==> src/rtl/turbo_qpp_interleaver_if.sv <==
// Stream bundle for the QPP interleaver: natural-order bit input and permuted-order bit output.
interface turbo_qpp_interleaver_if #(
  parameter int unsigned AW = 6
);
  logic          in_valid;
  logic          in_bit;
  logic          in_ready;
  logic          out_valid;
  logic          out_bit;
  logic          out_ready;
  logic          out_last;
  logic [AW-1:0] out_addr;

  modport master (
    output in_valid, in_bit, out_ready,
    input  in_ready, out_valid, out_bit, out_last, out_addr
  );

  modport slave (
    input  in_valid, in_bit, out_ready,
    output in_ready, out_valid, out_bit, out_last, out_addr
  );
endinterface

==> src/rtl/turbo_qpp_interleaver.sv <==
// Single-buffer QPP interleaver: fills K bits in natural order, drains them at pi(i)=(F1*i+F2*i^2) mod K.
module turbo_qpp_interleaver #(
  parameter int unsigned K  = 40,
  parameter int unsigned F1 = 3,
  parameter int unsigned F2 = 10,
  parameter int unsigned AW = 6
) (
  input logic                  clk,
  input logic                  clr,
  turbo_qpp_interleaver_if.slave bus
);

  typedef enum logic { S_FILL, S_DRAIN } state_t;

  localparam logic [AW:0]   K_X = (AW+1)'(K);
  localparam logic [AW-1:0] KM1 = AW'(K - 1);
  localparam logic [AW-1:0] G0  = AW'((F1 + F2) % K);
  localparam logic [AW-1:0] D2  = AW'((2 * F2) % K);

  state_t        state_q, state_d;
  logic [AW-1:0] wr_q, wr_d;
  logic [AW-1:0] rd_q, rd_d;
  logic [AW-1:0] pi_q, pi_d;
  logic [AW-1:0] g_q, g_d;
  logic [K-1:0]  mem_q, mem_d;

  logic in_ready, out_valid, out_bit, out_last;

  // Both operands are already < K, so one conditional subtract reduces the sum.
  function automatic logic [AW-1:0] mod_add(input logic [AW-1:0] a, input logic [AW-1:0] b);
    logic [AW:0] s;
    s = {1'b0, a} + {1'b0, b};
    if (s >= K_X) s = s - K_X;
    return s[AW-1:0];
  endfunction

  always_comb begin
    state_d   = state_q;
    wr_d      = wr_q;
    rd_d      = rd_q;
    pi_d      = pi_q;
    g_d       = g_q;
    mem_d     = mem_q;
    in_ready  = (state_q == S_FILL);
    out_valid = (state_q == S_DRAIN);
    out_bit   = out_valid & mem_q[pi_q];
    out_last  = out_valid && (rd_q == KM1);
    case (state_q)
      S_FILL: begin
        if (bus.in_valid) begin
          mem_d[wr_q] = bus.in_bit;
          if (wr_q == KM1) begin
            wr_d    = '0;
            state_d = S_DRAIN;
          end else begin
            wr_d = wr_q + 1'b1;
          end
        end
      end
      S_DRAIN: begin
        if (bus.out_ready) begin
          if (rd_q == KM1) begin
            state_d = S_FILL;
            rd_d    = '0;
            pi_d    = '0;
            g_d     = G0;
          end else begin
            rd_d = rd_q + 1'b1;
            pi_d = mod_add(pi_q, g_q);
            g_d  = mod_add(g_q, D2);
          end
        end
      end
      default: state_d = S_FILL;
    endcase
  end

  always_ff @(posedge clk or negedge clr) begin
    if (!clr) begin
      state_q <= S_FILL;
      wr_q    <= '0;
      rd_q    <= '0;
      pi_q    <= '0;
      g_q     <= G0;
    end else begin
      state_q <= state_d;
      wr_q    <= wr_d;
      rd_q    <= rd_d;
      pi_q    <= pi_d;
      g_q     <= g_d;
    end
  end

  // Block storage is deliberately left out of reset.
  always_ff @(posedge clk) begin
    mem_q <= mem_d;
  end

  assign bus.in_ready  = in_ready;
  assign bus.out_valid = out_valid;
  assign bus.out_bit   = out_bit;
  assign bus.out_last  = out_last;
  assign bus.out_addr  = pi_q;

endmodule

==> src/flat_wrapper.sv <==
// flat-port wrapper written by rule: the top's interface ports become plain ports
module turbo_qpp_interleaver_flat 
#(
  parameter int unsigned K  = 40,
  parameter int unsigned F1 = 3,
  parameter int unsigned F2 = 10,
  parameter int unsigned AW = 6
)
  (clk, clr, bus_in_valid, bus_in_bit, bus_out_ready, bus_in_ready, bus_out_valid, bus_out_bit, bus_out_last, bus_out_addr);
  turbo_qpp_interleaver_if #(.AW(AW)) bus_i ();
  input logic clk;
  input logic clr;
  input wire logic [$bits(bus_i.in_valid)-1:0] bus_in_valid;
  input wire logic [$bits(bus_i.in_bit)-1:0] bus_in_bit;
  input wire logic [$bits(bus_i.out_ready)-1:0] bus_out_ready;
  output wire logic [$bits(bus_i.in_ready)-1:0] bus_in_ready;
  output wire logic [$bits(bus_i.out_valid)-1:0] bus_out_valid;
  output wire logic [$bits(bus_i.out_bit)-1:0] bus_out_bit;
  output wire logic [$bits(bus_i.out_last)-1:0] bus_out_last;
  output wire logic [$bits(bus_i.out_addr)-1:0] bus_out_addr;
  assign bus_i.in_valid = bus_in_valid;
  assign bus_i.in_bit = bus_in_bit;
  assign bus_i.out_ready = bus_out_ready;
  assign bus_in_ready = bus_i.in_ready;
  assign bus_out_valid = bus_i.out_valid;
  assign bus_out_bit = bus_i.out_bit;
  assign bus_out_last = bus_i.out_last;
  assign bus_out_addr = bus_i.out_addr;
  turbo_qpp_interleaver #(.K(K), .F1(F1), .F2(F2), .AW(AW)) u_core (.clk(clk), .clr(clr), .bus(bus_i));
endmodule
==> config.mk <==
export PLATFORM = sky130hd
export DESIGN_NAME = turbo_qpp_interleaver_flat
export DESIGN_NICKNAME = d
export VERILOG_FILES = /design/src/rtl/turbo_qpp_interleaver_if.sv /design/src/rtl/turbo_qpp_interleaver.sv /design/src/flat_wrapper.sv
export SDC_FILE = /design/constraint.sdc
export NUM_CORES = 1
export LEC_CHECK = 0
export BUFFER_PORTS_ARGS = -buffer_cell sky130_fd_sc_hd__buf_2
export CAP_MARGIN = 25
export CORE_MARGIN = 3
export CORE_UTILIZATION = 60
export DETAILED_ROUTE_END_ITERATION = 10
export PLACE_DENSITY_LB_ADDON = 0.25
export SETUP_SLACK_MARGIN = 0.5
export SYNTH_ARGS = -nofsm -noshare
export SYNTH_HDL_FRONTEND = slang
export SYNTH_SLANG_ARGS = --single-unit
==> constraint.sdc <==
create_clock -name clk -period 5.4 [get_ports clk]
set_clock_uncertainty 0.05 [all_clocks]
set_input_delay 1.08 -clock clk [delete_from_list [all_inputs] [get_ports clk]]
set_output_delay 1.08 -clock clk [all_outputs]
set_load 0.05 [all_outputs]
==> results of run 1 <==
-- metrics by stage --
stage	worst slack [ns]	area (um2)	utilization, %	hold WS (ns)
2_1_floorplan	1.57	3270	-	0.409
3_3_place_gp	2.24	3370	65.1	0.434
3_5_place_dp	2.19	3370	65.1	0.438
4_1_cts	1.81	3590	69.4	0.452
5_1_grt	1.68	3590	69.4	0.484
6_report	1.85	3590	69.4	0.456
-- power groups by stage --
stage | combinational (W) | sequential [W] | clock (W)
floorplan | 0.000360 | 0.000664 | 0
finish | 0.000462 | 0.000661 | 0.000453
global placement | 0.000448 | 0.000670 | 0
global route | 0.000516 | 0.000671 | 0.000475
CTS | 0.000463 | 0.000660 | 0.000452
detailed placement | 0.000461 | 0.000670 | 0
-- worst max-delay path by stage --
| stage | end | slack, ns | depth (start not counted) |
|---|---|---|---|
| global route | bus_out_bit | 1.68 | 5 |
| global placement | bus_out_bit | 2.24 | 5 |
| CTS | bus_out_bit | 1.81 | 5 |
| finish | bus_out_bit | 1.85 | 5 |
| detailed placement | bus_out_bit | 2.19 | 5 |
| floorplan | bus_out_last | 1.57 | 2 |
-- final cells by class --
cell class / instances / area, um2
Multi-Input combinational cell: 199 / 1380
Tap cell: 70 / 87.6
Clock buffer: 9 / 124
Clock inverter: 7 / 96.3
Sequential cell: 64 / 1810
Inverter: 6 / 22.5
Fill cell: 355 / 1580
Timing Repair Buffer: 14 / 70.1
-- flip-flops by register name, indices dropped and copies added (netlist names) --
name,count
u_core.bus.out_addr,6
u_core.bus.out_valid,1
u_core.g_q,5
u_core.mem_q,40
u_core.rd_q,6
u_core.wr_q,6
-- kinds of logic (layout without fill, tap and decap cells) --
group / Yosys count / in the layout / share of synthesized area [%]
AND/OR/NAND/NOR: 116 / 116 / 15.6
flip-flops: 64 / 64 / 55.3
adder cells (fa/ha/maj): 12 / 12 / 4.60
multiplexers: 19 / 19 / 11.3
AO/OA/AOI/OAI: 41 / 41 / 7.93
XOR/XNOR: 11 / 11 / 2.95
buffers and inverters: 16 / 36 / 2.37
-- metal layers --
| layer | part of all wire (%) | routed length [um] |
|---|---|---|
| met5 | 0 | 0 |
| met4 | 0.67 | 42 |
| met3 | 5.1 | 319 |
| met1 | 48 | 2990 |
| met2 | 47 | 2930 |
-- cell usage in the layout, fill, tap and decap left out, types with 2 or more instances in the layout --
master,count
clkinvlp_4,2
inv_1,6
buf_2,14
nand3b_1,2
nand4_1,4
and2_1,2
nand3_1,6
dfstp_2,3
a21o_1,3
mux4_1,10
o21ai_0,18
nor3_1,3
xor2_1,3
bufinv_16,2
or3_1,2
a21oi_1,7
clkinv_4,2
dfrtp_1,21
nand2b_1,2
o21bai_1,2
ha_1,12
xnor2_1,8
or2_2,2
mux2i_1,5
nand2_1,34
edfxtp_1,40
clkbuf_8,9
nor2_1,52
a211oi_1,2
nor2b_1,3
mux2_2,3
-- critical path, stage by stage, from the launching register on --
cell,delay [ns]
dfrtp_1,0.71
mux4_1,0.36
mux2i_1,0.07
mux4_2,0.48
o31ai_2,0.17
buf_2,0.29
-- cells in the mapped netlist (2+ instances only) --
library cell / instances
nand3b_1: 2
o21ai_0: 18
mux2_2: 3
ha_1: 12
nand4_1: 4
and2_1: 2
nor2b_1: 3
nor2_1: 52
xor2_1: 3
xnor2_1: 8
dfstp_2: 3
edfxtp_1: 40
clkbuf_1: 6
nor3_1: 3
or3_1: 2
buf_2: 2
buf_6: 2
a21o_1: 3
nand3_1: 6
dfrtp_1: 21
o21bai_1: 2
a211oi_1: 2
inv_1: 6
a21oi_1: 7
mux4_1: 10
nand2b_1: 2
or2_2: 2
mux2i_1: 5
nand2_1: 34
==> results.ini, run 1 <==
[global_route]
grt_pass1_wl_um = 9850
grt_pass1_vias = 2013
met3_usage_pct = 4.18
antenna_found_initial = 0
globalRouteMet1Util_pct = 30.4
grt_util_all_layers_pct = 21.0
grt_max_degree = 41
grt-busiest-layer = met2
gr-total-overflow = 0
grt_util_met2_pct = 31.6

[place]
dp_hpwl_um = 4240
dp.cells = 353
portBuffers = 14
place_congestion = 0.840

[sta]
max_freq_ghz = 0.282
rsz0062_at_grt = no
slew_headroom_pct = 57.8
hold_viol = 0
worst_pin_slew_ns = 0.631
setup_viol = 0
setup_tns_ns = 0
min_period_ns = 3.55
slew_viol_final = 0
period_share_pct = 65.8

[cts]
cts_inserted_buffers = 9
cts_root_buffer = clkbuf_8
cts_resized = 0
path_clk_slew_ns = 0.07
h-tree-depth = 3
insertion_delay_ns = 0.34
clock_path_buffers = 2
cts.sink_count = 64
tritoncts = built
holdBufCountCts = 0
post-cts-setup-buffers = 0

[floorplan]
fp.dieW_um = 79.8
die_h_um = 79.8
fp-row-count = 26
coreArea_um2 = 5170
die-area_um2 = 6370
ios = 15
initial_core_util_pct = 63.2

[yosys]
avgSynthCellArea_um2 = 11.7
synth_area_leader_cell = edfxtp_1
async_flop_share_pct = 37.5
synth-seq-cells = 64
synth_top_area_share_pct = 36.8
ys_types = 43
synthFlopType = edfxtp_1
synth_edf_count = 40
synth_fp_nets = 296
syn_inst = 279
yosysWarningCount = 0
ys_seq_area_share_pct = 55.3
synthTopCellsByArea = edfxtp_1 (37%), dfrtp_1 (16%), mux4_1 (8.0%)
syn_area_um2 = 3270

[outcome]
status = completed

[route]
drc_errors = 0
antenna_left = 0
drt-initial-drc-count = 213
drt_first_pass_iters = 5
vias = 2170
avgRoutedWirePerCell_um = 17.0
vias_per_cell = 5.88
routed_wl_um = 6280

[worst_setup_path]
endpoint_kind = output pin
r2r-start = u_core.bus.out_addr[0]
path_class = register to output pin
critPathLaunchType = register
rr_worst_depth = 10
critPathLaunch = u_core.bus.out_addr[0]
cp_max_fo = 13
worst_ep_arrival_time_ns = 2.42
reg2reg_to = u_core.bus.out_addr[4]
r2r_slack_ns = 2.44
required_ns = 4.27

[finish]
diodes = 0
finalNetCount = 311
final_cells = 369
area_growth_pct = 9.88
layout-drive-gt1-share_pct = 14.0

[pwr]
p_total_w = 0.00158
seqPwrFrac_pct = 41.9
max-vdd-ir-drop_mv = 0.390
power.static_leakage_nw = 1.36
p_comb_share_pct = 29.3
power_density_nw_per_um2 = 439
pwr-share-clk_pct = 28.8
power.share.switching_pct = 35.9
intPower_w = 0.00101
p_switching_w = 0.000565

[min_path]
min_path_type = register to register
whs_endpoint = u_core.rd_q[4]
hold_start = u_core.rd_q[4]
holdPathStages = 1

[job]
drv_cap = 0

Power figures use the tool's default switching activity.
==> inputs of run 2 (changes only) <==
==> constraint.sdc (replaced) <==
create_clock -name clk -period 3.3 [get_ports clk]
set_clock_uncertainty 0.05 [all_clocks]
set_input_delay 0.66 -clock clk [delete_from_list [all_inputs] [get_ports clk]]
set_output_delay 0.66 -clock clk [all_outputs]
set_load 0.05 [all_outputs]
==> run 2 against run 1 <==
Compared with the run above: power up 58%; sequential share of layout area down 0.42 points; die area did not move; combinational power grew 69%; worst setup slack lost 1.5 ns; first-iteration DRC count is 23% lower; utilization grew 0.68 points; via count fell by 0.23%; sequential power rose by 65%.
==> results.ini, run 2 (same netlist as run 1, synthesis figures left out) <==
[pwr]
max-vdd-ir-drop_mv = 0.610  ; was 0.390 mV
power.static_leakage_nw = 1.37  ; was 1.36 nW
power_density_nw_per_um2 = 689  ; was 439 nW/um2

[worst_setup_path]
cp_slowest_stage_delay_ns = 0.51  ; was 0.71 ns
required_ns = 2.59  ; was 4.27 ns
path_class = register to output pin  ; unchanged
crit_buf_inv = 2  ; was 1
cp_max_fo = 7  ; was 13
crit_chain = buf_12, mux4_2, mux2i_1, mux4_2, o31ai_4, buf_6  ; was mux4_1, mux2i_1, mux4_2, o31ai_2, buf_2
endpoint_kind = output pin  ; unchanged
critical_path.slowest_cell = mux4_2  ; was dfrtp_1
critPathLaunchType = register  ; unchanged
crit_family = multiplexers  ; unchanged
path_common_cell = mux4_2
worst_ep_arrival_time_ns = 2.23  ; was 2.42 ns

[cts]
holdBufCountCts = 0  ; unchanged
cts_root_buffer = clkbuf_8  ; unchanged
insertion_delay_ns = 0.34  ; about the same
tritoncts = built  ; unchanged
path_clk_slew_ns = 0.07  ; about the same
cts.sink_count = 64  ; unchanged
h-tree-depth = 3  ; unchanged
clock_path_buffers = 2  ; unchanged
cts_inserted_buffers = 9  ; unchanged

[finish]
regMostFlops = u_core.mem_q  ; unchanged
finalNetCount = 315  ; was 311
final_cell_mix = nor2_1 (52), edfxtp_1 (40), nand2_1 (34), dfrtp_1 (19), o21ai_0 (17)  ; was nor2_1 (52), edfxtp_1 (40), nand2_1 (34), dfrtp_1 (21), o21ai_0 (18)
layout-drive-gt1-share_pct = 16.2  ; was 14.0%
diodes = 0  ; unchanged
stdcell_area_um2 = 3620  ; was 3590 um2
largest_register_ffs = 40  ; unchanged
final_common_cell = nor2_1  ; unchanged
area_growth_pct = 11.0  ; was 9.88%

[floorplan]
ios = 15  ; unchanged
fp-row-count = 26  ; unchanged
initial_core_util_pct = 63.2  ; unchanged
coreArea_um2 = 5170  ; unchanged
die-area_um2 = 6370  ; unchanged
fp.dieW_um = 79.8  ; unchanged
die_h_um = 79.8  ; unchanged

[route]
drt_first_pass_iters = 4  ; was 5
vias_per_cell = 5.80  ; was 5.88
drc_errors = 0  ; unchanged
drt-initial-drc-count = 164  ; was 213
avgRoutedWirePerCell_um = 16.9  ; was 17.0 um
vias = 2165  ; was 2,170
antenna_left = 0  ; unchanged
routed_wl_um = 6300  ; was 6280 um

[sta]
min_period_ns = 2.94
setup_viol = 0  ; unchanged
setup_tns_ns = 0  ; unchanged
max_freq_ghz = 0.340
hold_viol = 0  ; unchanged
period_share_pct = 89.1
worst_pin_slew_ns = 0.570  ; was 0.631 ns
rsz0062_at_grt = yes  ; was no
slew_viol_final = 0  ; unchanged
slew_headroom_pct = 62.0  ; was 57.8%

[place]
placed_area_um2 = 3410  ; was 3370 um2
dp_hpwl_um = 4190  ; was 4240 um
portBuffers = 14  ; unchanged
place_congestion = 0.823  ; was 0.840

[job]
drv_cap = 0  ; unchanged

[global_route]
grt_pass1_wl_um = 10500  ; was 9850 um
grt_pass1_vias = 2130  ; was 2,013
antenna_found_initial = 0  ; unchanged
grt_util_all_layers_pct = 22.2  ; was 21.0%
grt_max_degree = 41  ; unchanged
gr-total-overflow = 0  ; unchanged

[min_path]
min_path_type = primary input to async pin  ; was register to register

[outcome]
status = completed  ; unchanged

==> run 2: cell count changes in the layout (fill, tap and decap cells not counted), sizes merged <==
cell      previous run  this run
clkbuf               9        10
bufinv               2         1
clkinvlp             2         0
buf                 14        18
clkinv               3         5
==> run 2: final timing paths <==
| kind | slack [ns] | cells after the start | startpoint | end |
|---|---|---|---|---|
| hold reg to reg | 0.44 | 1 | u_core.rd_q[4] | u_core.rd_q[4] |
| setup / recovery | 0.36 | 6 | u_core.bus.out_addr[0] | bus_out_bit |
| min in group clk | 0.44 | 1 | u_core.rd_q[4] | u_core.rd_q[4] |
| max in group asynchronous | 2.56 | 1 | clr | u_core.bus.out_addr[1] |
| hold / removal | 0.24 | 1 | clr | u_core.bus.out_addr[5] |
| setup reg to reg | 0.47 | 11 | u_core.bus.out_addr[0] | u_core.bus.out_addr[4] |
==> run 2: stage by stage <==
| stage | total power (W) | hold slack, ns | util, % | setup WS [ns] | cells |
|---|---|---|---|---|---|
| 6_report | 0.00250 | 0.242 | 70.1 | 0.361 | 373 |
| 5_1_grt | 0.00264 | 0.288 | 70.1 | 0.302 | 373 |
| 4_1_cts | 0.00249 | 0.266 | 70.0 | 0.373 | 373 |
| 3_5_place_dp | 0.00186 | 0.439 | 65.9 | 0.484 | 355 |
| 3_3_place_gp | 0.00184 | 0.443 | 65.9 | 0.569 | 355 |
| 2_1_floorplan | 0.00169 | 0.314 | - | 0.487 | 279 |
==> run 2: final cells by class <==
type	instances	area, um2
Sequential cell	64	1810
Fill cell	369	1550
Multi-Input combinational cell	199	1410
Clock buffer	10	128
Timing Repair Buffer	18	119
Tap cell	70	87.6
Clock inverter	6	50.0
Inverter	6	22.5
==> run 2: layer usage <==
metal / global-route usage (%) / vias up / wire (um)
met5: 0 / - / 0
met4: 7.94 / 0 / 149
met3: 5.19 / 14 / 231
met2: 37.5 / 51 / 3110
met1: 28.2 / 1048 / 2810
li1: - / 1052 / -
==> run 2: repair_timing <==
action	CTS	global route
gates cloned	0	0
setup endpoints to repair	3	3
resized for setup	5	2
pin swaps	1	1
buffers inserted	2	0
==> run 2: power by group <==
part | switching (W) | internal, W | leakage, nW | total, W
registers | 0.000142 | 0.000952 | 0.668 | 0.00109
logic | 0.000486 | 0.000294 | 0.608 | 0.000780
clock network | 0.000285 | 0.000337 | 0.0902 | 0.000623
==> run 2: worst register-to-register path: stages (launching register included) <==
cell and delay, ns:
dfrtp_2 0.42, buf_4 0.17, ha_1 0.23, ha_1 0.23
a211oi_2 0.32, nor2_1 0.11, or2_2 0.32, ha_1 0.22
inv_1 0.09, a211oi_2 0.05, a22o_2 0.25, mux2_2 0.26
